--- config.mk ---
export PLATFORM = sky130hd
export DESIGN_NAME = controlador_botoes
export DESIGN_NICKNAME = d
export VERILOG_FILES = /design/src/rtl/controlador_botoes_pkg.sv /design/src/rtl/controlador_botao_canal.sv /design/src/rtl/controlador_botoes.sv
export SDC_FILE = /design/constraint.sdc
export NUM_CORES = 1
export LEC_CHECK = 0
export ABC_AREA = 1
export BUFFER_PORTS_ARGS = -buffer_cell sky130_fd_sc_hd__buf_2
export CORE_MARGIN = 2
export CORE_UTILIZATION = 40
export CTS_CLUSTER_SIZE = 40
export DETAILED_ROUTE_END_ITERATION = 6
export GPL_ROUTABILITY_DRIVEN = 0
export MAX_ROUTING_LAYER = met4
export SYNTH_ARGS = -nofsm -noshare
export SYNTH_HDL_FRONTEND = slang
export SYNTH_SLANG_ARGS = --single-unit
--- constraint.sdc ---
create_clock -name clk -period 2.9 [get_ports clk]
set_input_delay 0.58 -clock clk [delete_from_list [all_inputs] [get_ports clk]]
set_output_delay 0.58 -clock clk [all_outputs]
set_load 0.1 [all_outputs]
--- src/rtl/controlador_botoes_pkg.sv ---
// -----------------------------------------------------------------------------
// controlador_botoes_pkg
// Definitions shared by the multi-channel button controller:
//   - estado_t : 2-bit encoding of the per-channel debounce FSM
//   - largura_cnt() : bit width needed to hold a counter value 0..max_val
// -----------------------------------------------------------------------------
package controlador_botoes_pkg;

    // Per-channel FSM states.
    //   SOLTO       : released, idle
    //   DEB_PRESS   : candidate press, counting stable active samples
    //   PRESSIONADO : accepted press (hold level high)
    //   DEB_SOLTA   : candidate release, hold still high while counting
    typedef enum logic [1:0] {
        SOLTO       = 2'd0,
        DEB_PRESS   = 2'd1,
        PRESSIONADO = 2'd2,
        DEB_SOLTA   = 2'd3
    } estado_t;

    // Width of a counter that must represent every value from 0 to max_val.
    // Never returns less than 1 so degenerate parameters still give a legal vector.
    function automatic int largura_cnt(input int max_val);
        if (max_val < 1) begin
            return 1;
        end else begin
            return $clog2(max_val + 1);
        end
    endfunction

endpackage

--- src/rtl/controlador_botao_canal.sv ---
// -----------------------------------------------------------------------------
// controlador_botao_canal
// One button channel: two-flop synchroniser, polarity normalisation, debounce
// FSM with press/release filtering and long-press detection.
//
// Ports:
//   clk        in   system clock, rising edge
//   rst        in   asynchronous active-high reset
//   b_in       in   raw asynchronous button pin
//   b_press    out  one-cycle pulse when a press is accepted
//   b_hold     out  level, high while the press is accepted (PRESSIONADO/DEB_SOLTA)
//   b_long     out  one-cycle pulse LONG_CYCLES cycles after b_press, once per press
//   b_release  out  one-cycle pulse when a release is accepted
// -----------------------------------------------------------------------------
module controlador_botao_canal
    import controlador_botoes_pkg::*;
#(
    parameter int DEBOUNCE_CYCLES = 16,
    parameter int LONG_CYCLES     = 200,
    parameter int ATIVO_BAIXO     = 1
) (
    input  logic clk,
    input  logic rst,
    input  logic b_in,
    output logic b_press,
    output logic b_hold,
    output logic b_long,
    output logic b_release
);

    localparam int CW = largura_cnt(DEBOUNCE_CYCLES);
    localparam int LW = largura_cnt(LONG_CYCLES);

    // The debounce counter starts at 1 on entry to a DEB state, so reaching
    // DEBOUNCE_CYCLES-1 means DEBOUNCE_CYCLES consecutive stable samples.
    localparam logic [CW-1:0] DEB_LIM  = CW'(DEBOUNCE_CYCLES - 1);
    localparam logic [CW-1:0] CNT_ZERO = CW'(0);
    localparam logic [CW-1:0] CNT_UM   = CW'(1);

    localparam logic [LW-1:0] LONG_MAX  = LW'(LONG_CYCLES);
    localparam logic [LW-1:0] LONG_ZERO = LW'(0);
    localparam logic [LW-1:0] LONG_UM   = LW'(1);

    // Pin level that means "not pressed"; synchroniser resets to it so that
    // reset release never looks like an edge.
    localparam logic PINO_INATIVO = (ATIVO_BAIXO != 0) ? 1'b1 : 1'b0;

    logic            sync1_q, sync1_d;
    logic            sync2_q, sync2_d;
    estado_t         estado_q, estado_d;
    logic [CW-1:0]   cnt_q, cnt_d;
    logic [LW-1:0]   long_q, long_d;
    logic            press_q, press_d;
    logic            hold_q, hold_d;
    logic            long_pulse_q, long_pulse_d;
    logic            release_q, release_d;

    logic            ativo_s;
    logic [LW-1:0]   long_inc_s;
    logic            long_chega_s;

    // Synchroniser next-state and polarity normalisation
    always_comb begin
        sync1_d = b_in;
        sync2_d = sync1_q;
        if (ATIVO_BAIXO != 0) begin
            ativo_s = ~sync2_q;
        end else begin
            ativo_s = sync2_q;
        end
    end

    // Saturating long-press counter and its single "reaches LONG_CYCLES" event
    always_comb begin
        if (long_q < LONG_MAX) begin
            long_inc_s = long_q + LONG_UM;
        end else begin
            long_inc_s = long_q;
        end
        // Saturation guarantees this is true on exactly one cycle per press.
        long_chega_s = (long_q == (LONG_MAX - LONG_UM));
    end

    // Debounce FSM next-state, counters and output pulses
    always_comb begin
        estado_d     = estado_q;
        cnt_d        = cnt_q;
        long_d       = long_q;
        press_d      = 1'b0;
        long_pulse_d = 1'b0;
        release_d    = 1'b0;

        case (estado_q)
            SOLTO: begin
                long_d = LONG_ZERO;
                if (ativo_s) begin
                    estado_d = DEB_PRESS;
                    cnt_d    = CNT_UM;
                end else begin
                    cnt_d    = CNT_ZERO;
                end
            end

            DEB_PRESS: begin
                if (!ativo_s) begin
                    // Bounce: drop back silently.
                    estado_d = SOLTO;
                    cnt_d    = CNT_ZERO;
                end else if (cnt_q >= DEB_LIM) begin
                    estado_d = PRESSIONADO;
                    cnt_d    = CNT_ZERO;
                    long_d   = LONG_ZERO;
                    press_d  = 1'b1;
                end else begin
                    cnt_d    = cnt_q + CNT_UM;
                end
            end

            PRESSIONADO: begin
                long_d       = long_inc_s;
                long_pulse_d = long_chega_s;
                if (!ativo_s) begin
                    estado_d = DEB_SOLTA;
                    cnt_d    = CNT_UM;
                end else begin
                    cnt_d    = CNT_ZERO;
                end
            end

            DEB_SOLTA: begin
                // Hold is still accepted here, so the long counter keeps going.
                long_d       = long_inc_s;
                long_pulse_d = long_chega_s;
                if (ativo_s) begin
                    // Release glitch: resume the press without new events.
                    estado_d = PRESSIONADO;
                    cnt_d    = CNT_ZERO;
                end else if (cnt_q >= DEB_LIM) begin
                    // Release wins over a coincident long event so the pulses
                    // stay mutually exclusive and nothing fires after release.
                    estado_d     = SOLTO;
                    cnt_d        = CNT_ZERO;
                    long_d       = LONG_ZERO;
                    long_pulse_d = 1'b0;
                    release_d    = 1'b1;
                end else begin
                    cnt_d    = cnt_q + CNT_UM;
                end
            end

            default: begin
                estado_d = SOLTO;
                cnt_d    = CNT_ZERO;
                long_d   = LONG_ZERO;
            end
        endcase

        // Hold follows the next state so it rises with b_press and falls with b_release.
        hold_d = (estado_d == PRESSIONADO) || (estado_d == DEB_SOLTA);
    end

    // Synchroniser, FSM state, counters and registered outputs
    always_ff @(posedge clk or posedge rst) begin
        if (rst) begin
            sync1_q      <= PINO_INATIVO;
            sync2_q      <= PINO_INATIVO;
            estado_q     <= SOLTO;
            cnt_q        <= CNT_ZERO;
            long_q       <= LONG_ZERO;
            press_q      <= 1'b0;
            hold_q       <= 1'b0;
            long_pulse_q <= 1'b0;
            release_q    <= 1'b0;
        end else begin
            sync1_q      <= sync1_d;
            sync2_q      <= sync2_d;
            estado_q     <= estado_d;
            cnt_q        <= cnt_d;
            long_q       <= long_d;
            press_q      <= press_d;
            hold_q       <= hold_d;
            long_pulse_q <= long_pulse_d;
            release_q    <= release_d;
        end
    end

    assign b_press   = press_q;
    assign b_hold    = hold_q;
    assign b_long    = long_pulse_q;
    assign b_release = release_q;

endmodule

--- src/rtl/controlador_botoes.sv ---
// -----------------------------------------------------------------------------
// controlador_botoes
// N_BOTOES independent debounced button channels feeding the game FSM with
// single-cycle events.
//
// Ports:
//   clk        in   system clock, rising edge
//   rst        in   asynchronous active-high reset
//   b_in       in   [N_BOTOES] raw asynchronous button pins
//   b_press    out  [N_BOTOES] one-cycle pulse per accepted press
//   b_hold     out  [N_BOTOES] level while a channel is accepted-pressed
//   b_long     out  [N_BOTOES] one-cycle pulse LONG_CYCLES after b_press
//   b_release  out  [N_BOTOES] one-cycle pulse per accepted release
// -----------------------------------------------------------------------------
module controlador_botoes
    import controlador_botoes_pkg::*;
#(
    parameter int N_BOTOES        = 4,
    parameter int DEBOUNCE_CYCLES = 16,
    parameter int LONG_CYCLES     = 200,
    parameter int ATIVO_BAIXO     = 1
) (
    input  logic                clk,
    input  logic                rst,
    input  logic [N_BOTOES-1:0] b_in,
    output logic [N_BOTOES-1:0] b_press,
    output logic [N_BOTOES-1:0] b_hold,
    output logic [N_BOTOES-1:0] b_long,
    output logic [N_BOTOES-1:0] b_release
);

    // Channels share nothing but clock and reset.
    for (genvar i = 0; i < N_BOTOES; i++) begin : g_canal
        controlador_botao_canal #(
            .DEBOUNCE_CYCLES (DEBOUNCE_CYCLES),
            .LONG_CYCLES     (LONG_CYCLES),
            .ATIVO_BAIXO     (ATIVO_BAIXO)
        ) u_canal (
            .clk       (clk),
            .rst       (rst),
            .b_in      (b_in[i]),
            .b_press   (b_press[i]),
            .b_hold    (b_hold[i]),
            .b_long    (b_long[i]),
            .b_release (b_release[i])
        );
    end

endmodule
==> metrics.csv <==
stage;metric;value;unit
floorplanning;start_util;40.9;%
sta;timing.fmax;500;MHz
synth;synth-edff-count;0;
critical_path;cp_num_buf_inv;0;
synth;synth_seq_area_share;50.4;%
critical_path;path_depth;9;
synth;yosys.cell_types.count;32;
outcome;outcome;complete, no violations;
cts;clkTransAtPathRegs;0.08;ns
power;pwr_density_cell;484;mW/mm²
floorplanning;core;0.0102;mm²
finish;num_antenna_cells;0;
critical_path;cp_max_fo;8;
routing;wl;7070;µm
synth;synth_nets;518;
cts;root_buffer;clkbuf_8;
cts;cts.sinks;84;
critical_path;crit_path_end_kind;flop;
sta;relSlewSlack;55.3;%
critical_path;crit_required;3.20;ns
finish;finalNonFillerCells;657;
floorplanning;die_y;106;µm
synth;yosysMostFrequentCell;nand2_1;
global_route;grt_first_pass_wirelength;12900;µm
sta;final-hold-violation-count;0;
power;seq_power_share;54.4;%
power;sw_frac_of_total;22.3;%
critical_path;cp_common_cell;nand2_1;
critical_path;ff2ff_path_depth;9;
cts;worstSkewPairLatency;0.36;ns
floorplanning;dieArea;0.0113;mm²
cts;hold_buffers;0;
power;leakage;0.00228;µW
cts;cts_buffers;9;
sta;grt_setup_unrepaired;no;
finish;fin_area;0.00458;mm²
power;p_int;1720;µW
global_route;grt_max_degree;54;
critical_path;crit_slowest_cell;a21oi_1;
critical_path;criticalPathCategory;flop to flop;
floorplanning;ioPinCount;22;
routing;vias;3041;
routing;remaining_drc_errors;0;
synth;synth_top_area_cell;dfrtp_1;
power;pwr-share-comb;3.3;%
floorplanning;rows;37;
sta;worst_slew_pin_slew;0.671;ns
synth;synth_ff_type;dfrtp_1;
routing;ant_nets;0;
sta;skew;0.00944;ns
sta;layout_min_cycle_time;2.00;ns
critical_path;cp_top_family;compound AO/OA/AOI/OAI gates;
sta;tns;0;ns
sta;slew_violations;0;
synth;ys_top_cells_by_area;dfrtp_1 (45%), nand2_1 (13%), inv_1 (5.1%), dfstp_2 (5.0%), nor2_1 (4.6%);
synth;synthDominantCellAreaShare;45.4;%
power;pwr-share-clk;42.3;%
synth;synthTopCellsByCount;nand2_1 (150), dfrtp_1 (76), inv_1 (57);
floorplanning;die_x;106;µm
cts;h-tree-depth;3;
global_route;grt_remaining_overflow;0;
sta;fin_crit_sh;68.9;%
power;p_sw;495;µW
cts;post_cts_buffers;0;
routing;drt_iter0_drc;121;
routing;vias_per_cell;4.63;
place;dp_cells;641;
critical_path;path_cells;ha_1 > nand2_1 > nor2_1 > ha_1 > nor2_1 > o21ai_2 > a21oi_1 > nand2_1 > nand2_1;
synth;synthArstFlopShare;100;%
place;place_hpwl;4870;µm
global_route;grt_pass1_vias;2937;
place;placed_area;0.00435;mm²
flow_run;drv_cap;0;
finish;area_delta_synth_final;9.35;%
critical_path;cp-start-kind;flop;
finish;layout-drive-gt1-share;13.1;%
finish;nets;534;
cts;cts_tree;built;
synth;synth-seq-cells;84;
synth;synth.avg_cell_area;8.38;µm²
routing;firstDrtPassIters;4;
finish;fin_util;44.8;%
synth;synthesis.instances;500;
critical_path;cpPeakStageDelay;0.55;ns
min_path;hold_path_class;input pin to async pin;
global_route;antenna_found_initial;0;
place;numPortBuffers;21;
sta;setup_viol;0;
global_route;grt_usage;14.4;%
power;ir_drop;0.232;mV
critical_path;crit_arrival;2.30;ns
synth;yosys_warnings;0;
cts;cts_resized;0;
synth;netlist_area;0.00419;mm²
routing;drt-wirelength-per-cell;10.8;µm
sta;worst_hold_slack;0.247;ns
cts;clock_tree.buffer_depth;2;
==> flip-flops by register name, summed over array words and instances, names as in the netlist <==
register / cells
g_canal.u_canal.long_q: 32
g_canal.u_canal.b_release: 4
g_canal.u_canal.sync1_q: 4
g_canal.u_canal.b_hold: 4
g_canal.u_canal.b_press: 4
g_canal.u_canal.cnt_q: 20
g_canal.u_canal.b_long: 4
g_canal.u_canal.sync2_q: 4
g_canal.u_canal.estado_q: 8
==> worst paths after layout <==
kind / from / endpoint / slack, ns
worst min register to register: g_canal[2].u_canal.sync1_q$_DFF_PP1_ / g_canal[2].u_canal.sync2_q$_DFF_PP1_ / 0.36
min in group clk: b_in[3] / g_canal[3].u_canal.sync1_q$_DFF_PP1_ / 0.30
worst max-delay path: g_canal[3].u_canal.cnt_q[0]$_DFF_PP0_ / g_canal[3].u_canal.long_q[5]$_DFFE_PP0P_ / 0.90
worst max register to register: g_canal[3].u_canal.cnt_q[0]$_DFF_PP0_ / g_canal[3].u_canal.long_q[5]$_DFFE_PP0P_ / 0.90
worst min-delay path: rst / g_canal[2].u_canal.b_long$_DFF_PP0_ / 0.25
max in group asynchronous: rst / g_canal[3].u_canal.sync1_q$_DFF_PP1_ / 1.95
==> stage by stage <==
| step | power (µW) | worst slack, ns |
|---|---|---|
| floorplan | 1280 | 0.168 |
| global placement | 1300 | 1.05 |
| detailed placement | 1310 | 0.931 |
| CTS | 2260 | 0.912 |
| global route | 2320 | 0.678 |
| finish | 2220 | 0.902 |
==> final cells by class <==
class	instances	area (µm²)
Clock inverter	5	85.1
Inverter	59	225
Tap cell	136	170
Timing Repair Buffer	22	125
Fill cell	990	5650
Sequential cell	84	2110
Multi-Input combinational cell	340	1720
Clock buffer	11	141
==> kinds of logic (layout without fill, tap and decap cells) <==
family / count (synthesis) / after routing / share of synthesized area [%]
AO/OA/AOI/OAI: 60 / 60 / 9.14
adder cells (fa/ha/maj): 12 / 12 / 3.59
AND/OR/NAND/NOR: 253 / 253 / 25.2
buffers and inverters: 76 / 97 / 8.49
XOR/XNOR: 15 / 15 / 3.14
flip-flops: 84 / 84 / 50.4
==> power groups by stage <==
stage / sequential (µW) / combinational [µW] / clock (µW)
3_3_place_gp: 1230 / 74.9 / 0
6_report: 1210 / 73.8 / 939
2_1_floorplan: 1230 / 56.1 / 0
3_5_place_dp: 1230 / 76.9 / 0
4_1_cts: 1210 / 77.4 / 976
5_1_grt: 1210 / 88.1 / 1020
==> metal layers <==
layer | global-route usage [%] | wire length (µm) | up-vias
li1 | - | - | 1598
met1 | 18.8 | 3670 | 1400
met2 | 21.2 | 3120 | 39
met3 | 4.17 | 226 | 4
met4 | 5.92 | 53 | 0
met5 | - | 0 | -
==> placed cells by master, fill, tap and decap left out, types with 2 or more instances in the layout <==
cell type / n
nand3_1: 18
dfrtp_1: 76
o21ai_0: 32
clkbuf_8: 10
buf_2: 21
nand2_2: 9
nand2_1: 150
nand3b_1: 2
a21oi_4: 2
a21oi_1: 9
ha_1: 12
o21a_1: 2
xor2_1: 10
bufinv_16: 2
o21ai_2: 3
inv_1: 56
xnor2_1: 5
dfstp_2: 8
nor3_1: 14
a21o_1: 2
nand4_1: 4
o21ai_4: 2
clkinv_4: 2
a31oi_1: 3
nand3_2: 2
a211oi_1: 3
nor2_1: 51
==> worst register-to-register path, delay by kind of cell, from the launching register on <==
kind / cells / cell delay (ns)
and+or+nand+nor: 5 / 0.49
AOI/OAI and AO/OA: 2 / 0.66
adders and majority gates: 2 / 0.39
DFF: 1 / 0.40
No activity file was read; power rests on OpenSTA's default activity.
